--- config.mk ---
export PLATFORM = sky130hd
export DESIGN_NAME = pe_feeder
export DESIGN_NICKNAME = d
export VERILOG_FILES = /design/src/rtl/pe_feeder_pkg.sv /design/src/rtl/pe_feeder.sv
export SDC_FILE = /design/constraint.sdc
export NUM_CORES = 1
export LEC_CHECK = 0
export BUFFER_PORTS_ARGS = -buffer_cell sky130_fd_sc_hd__clkbuf_2
export CAP_MARGIN = 20
export CORE_UTILIZATION = 25
export CTS_CLUSTER_SIZE = 24
export DETAILED_ROUTE_END_ITERATION = 7
export GPL_TIMING_DRIVEN = 1
export PLACE_DENSITY = 0.52
export SLEW_MARGIN = 20
export SYNTH_ARGS = -nofsm -noshare
export SYNTH_HDL_FRONTEND = slang
export SYNTH_SLANG_ARGS = --single-unit
--- constraint.sdc ---
create_clock -name clk -period 2.03 [get_ports clk]
set_input_delay 0.3045 -clock clk [delete_from_list [all_inputs] [get_ports clk]]
set_output_delay 0.3045 -clock clk [all_outputs]
set_load 0.005 [all_outputs]
--- src/rtl/pe_feeder_pkg.sv ---
// pe_feeder shared types and widths.
// Imported by the PE-chain input feeder.
package pe_feeder_pkg;

  localparam int PE_DW  = 8;
  localparam int PE_SW  = 16;
  localparam int NVEC_W = 7;

  typedef enum logic [2:0] {
    S_IDLE,
    S_LOAD_W,
    S_GAP,
    S_STREAM,
    S_DRAIN,
    S_DONE
  } feeder_state_t;

endpackage

--- src/rtl/pe_feeder.sv ---
// Feeds one PE column: loads DEPTH weights, streams
// activations, then drains in-flight sums.
module pe_feeder
  import pe_feeder_pkg::*;
#(
  parameter int DEPTH = 4,
  parameter int NVEC  = 64,
  parameter int DW    = PE_DW,
  parameter int SW    = PE_SW
) (
  input  logic              clk,
  input  logic              rst_n,
  input  logic              start,
  input  logic [NVEC_W-1:0] nvec,
  input  logic              w_valid,
  output logic              w_ready,
  input  logic [DW-1:0]     w_data,
  input  logic              a_valid,
  output logic              a_ready,
  input  logic [DW-1:0]     a_data,
  output logic              wwrite,
  output logic [DW-1:0]     win,
  output logic              active,
  output logic [DW-1:0]     datain,
  output logic [SW-1:0]     sumin,
  output logic              busy,
  output logic              done
);

  localparam int CW = $clog2(DEPTH + 1);
  localparam logic [CW-1:0] LAST = CW'(DEPTH - 1);
  localparam logic [NVEC_W-1:0] NMAX = NVEC_W'(NVEC);

  feeder_state_t state, nxt;

  logic [CW-1:0]     wcnt;
  logic [CW-1:0]     dcnt;
  logic [NVEC_W-1:0] acnt;
  logic [NVEC_W-1:0] acnt_nx;
  logic [NVEC_W-1:0] nvec_q;
  logic              wfire;
  logic              afire;

  assign acnt_nx = acnt + NVEC_W'(1);
  assign wfire   = w_valid && w_ready;
  assign afire   = a_valid && a_ready;
  assign sumin   = '0;

  always_comb begin
    nxt     = state;
    w_ready = 1'b0;
    a_ready = 1'b0;
    unique case (state)
      S_IDLE: begin
        if (start) nxt = S_LOAD_W;
      end
      S_LOAD_W: begin
        w_ready = 1'b1;
        if (w_valid && wcnt == LAST) nxt = S_GAP;
      end
      S_GAP: begin
        nxt = (nvec_q == '0) ? S_DRAIN : S_STREAM;
      end
      S_STREAM: begin
        a_ready = 1'b1;
        if (a_valid && acnt_nx == nvec_q) nxt = S_DRAIN;
      end
      S_DRAIN: begin
        if (dcnt == LAST) nxt = S_DONE;
      end
      S_DONE: begin
        nxt = S_IDLE;
      end
      default: begin
        nxt = S_IDLE;
      end
    endcase
  end

  always_ff @(posedge clk or negedge rst_n) begin
    if (!rst_n) begin
      state  <= S_IDLE;
      wcnt   <= '0;
      dcnt   <= '0;
      acnt   <= '0;
      nvec_q <= '0;
      wwrite <= 1'b0;
      win    <= '0;
      active <= 1'b0;
      datain <= '0;
      busy   <= 1'b0;
      done   <= 1'b0;
    end else begin
      state  <= nxt;
      wwrite <= wfire;
      active <= afire;
      busy   <= (nxt != S_IDLE);
      done   <= (nxt == S_DONE);
      if (wfire) win <= w_data;
      if (afire) datain <= a_data;
      if (state == S_IDLE && start) begin
        nvec_q <= (nvec > NMAX) ? NMAX : nvec;
        wcnt   <= '0;
        acnt   <= '0;
        dcnt   <= '0;
      end
      if (wfire) wcnt <= wcnt + CW'(1);
      if (afire) acnt <= acnt_nx;
      if (state == S_DRAIN) dcnt <= dcnt + CW'(1);
    end
  end

endmodule

==> metrics <==
Post-Syn Area 0.00211 mm²; CTS tree yes; Die Height 93.8 µm; met1 WL 1920 µm; #FFs+latches synth 43; NumNets Final 302; hpwl dp 3010 µm; Core Util, Final 0.323; Final ANT Viol Nets 0; Total Wirelength 4080 µm; Top Layer Used met4; routability cong. 0.740; worst vdd ir 0.000428 V; PortBufs 49; area of the die 0.00880 mm²; cell family with most CP delay simple AND/OR/NAND/NOR gates; critical path's slowest cell or4b_4; CP bufs+invs 1; CTS H-tree depth 2; Setup Skew 4.80 ps; first-pass GRT wire length 6790 µm; Max Cap Viol 0; Num CTS Buffers 5; Clock Latency Late Sink 300 ps; Main synth FF type dfrtp_1; Reg clk slew, reported paths 80 ps; crit share post-route 0.984; launching point of the worst reg2reg path acnt[1]; Lkg Pwr 1.30 nW; number of I/O pins 66; vias in the first global route 1404; synth warn 0; Worst Tran Pin Value 538 ps; drt initial violations 110; unrepaired setup endpoints after global routing yes; # DRC 0; Area Growth Syn to Fin 25.2%; share of layout cells above drive strength 1 0.344; critical path class flip-flop to flip-flop; post-synth top area share 0.511; DR WL met3 136 µm; largest net degree at the start of global routing 44; routed wl met2 1940 µm; # setup viols final 0; Pre-antenna DRT Iters 4; synth top area cells dfrtp_1 (51%), nand2_1 (8.4%), buf_4 (5.7%), mux2_2 (4.8%), o21ai_0 (4.3%); diode count 0; post-synthesis sequential area ratio 0.511; CP max FO 3; Post-synth top cells nand2_1 (47), dfrtp_1 (43), o21ai_0 (18), buf_4 (16); Total GRT Usage 0.101; required time worst endpoint 2200 ps; core area 0.00818 mm²; Hold Path Class input pin to asynchronous set/reset pin; CP peak stage delay 480 ps; max_slew headroom 0.641; Worst setup SP type flip-flop; Final Hold Fails 0; post-route minimum period 2000 ps; clk sink count 43; CP arrival 2170 ps; Netlist cell types 37; die extent in x 93.8 µm; syn avg cell area 10.2 µm²; CTS max path bufs 2; Starting Density 0.258; CP Capture Type flip-flop; fmax 500 MHz; EDFF count, synth 0; outcome completed; CP Launch Point acnt[1]; clk root buf clkbuf_8; Async SR Flop Fraction 1.00; crit path cell chain ha_2 -> and3_4 -> nor2b_1 -> o211ai_1 -> buf_4 -> nor3_1 -> or4b_4; initial antenna violation count 0; cells after synthesis 207; DR vias 1563; vias per cell 4.17; Power Density 1280 mW/mm²; total power 3.37 mW; Slew Limit Fails 0; FP Rows 33; leading area contributor after synthesis dfrtp_1; grt ovf 0; Routed WL per cell 10.9 µm; most common cell in the netlist nand2_1
==> logic make-up (layout without fill, tap and decap cells) <==
kind of cell,after synthesis,after routing,share of synthesized area
buffers and inverters,25,73,0.0730
XOR/XNOR,11,11,0.0493
AND/OR/NAND/NOR,85,85,0.208
other,1,16,0.00178
multiplexers,9,9,0.0481
adder cells (fa/ha/maj),5,5,0.0297
AO/OA/AOI/OAI,28,28,0.0796
flip-flops,43,43,0.511
==> cell type report <==
type                    instances  area, µm²
fillers                       878       5540
flip-flops and latches         43       1080
multi-input cells             154        966
repair buffers                 60        328
well taps                     105        131
clock buffers                   6       82.6
clock inverters                 2       35.0
inverters                       5       18.8
==> path summary, 6_finish.rpt <==
kind | end | slack (ps) | cells after the start
max in group asynchronous | nvec_q[3] | 1590 | 2
min in group clk | datain[0] | 200 | 3
max | busy | 30 | 7
min reg2reg | datain[2] | 470 | 2
min | datain[2] | 80 | 2
max reg2reg | busy | 30 | 7
==> placed cells by master (no fill, tap or decap), types with 2 or more instances in the layout <==
cell type,synthesis,routed
o31ai_1,2,2
nor4_1,2,2
o21ai_1,3,3
buf_4,16,11
nor2b_1,3,3
clkbuf_8,0,6
inv_1,5,5
nor3_1,3,2
clkbuf_2,0,49
o21ai_0,18,18
and3_4,2,2
xnor2_1,9,8
mux2_2,9,9
nand3_1,7,6
ha_1,5,4
dfrtp_1,43,43
xnor2_2,1,2
nand2_1,47,47
conb_1,1,16
nor2_1,2,2
and2_1,2,2
nand2b_1,7,7
==> stage by stage <==
step | hold slack [ps] | setup slack [ps] | TNS (ps) | instance area, µm² | std cells
6_report | 76.6 | 31.6 | 0 | 2640 | 375
2_1_floorplan | 8.91 | 61.2 | 0 | 2160 | 222
3_3_place_gp | 425 | 37.0 | 0 | 2460 | 363
5_1_grt | 128 | -56.8 | -56.8 | 2640 | 375
3_5_place_dp | 423 | -23.7 | -23.7 | 2460 | 363
4_1_cts | 96.1 | 2.13 | 0 | 2590 | 373
==> timing repair <==
| item | 4_1_cts | 5_1_grt |
|---|---|---|
| hold buffers | 0 | 0 |
| gates resized for setup | 0 | 6 |
| endpoints found under the setup margin | 1 | 1 |
| buffers inserted | 2 | 2 |
| gates cloned | 0 | 0 |
| pin swaps | 3 | 5 |
==> routing by layer <==
layer  vias to the layer above  track usage
met3                         6       0.0259
li1                        778            -
met4                         0       0.0462
met2                        29        0.152
met1                       750        0.135
met5                         -            0
==> flip-flops by register name (all words and copies together), names as in the netlist, 3 cells and up <==
name	flops
datain	8
win	8
acnt	7
nvec_q	7
dcnt	3
state	3
wcnt	3
==> power breakdown <==
part / internal (mW) / switching, mW
registers: 1.18 / 0.229
logic: 0.663 / 0.608
clock network: 0.398 / 0.293
(Power assumes the default switching activity.)
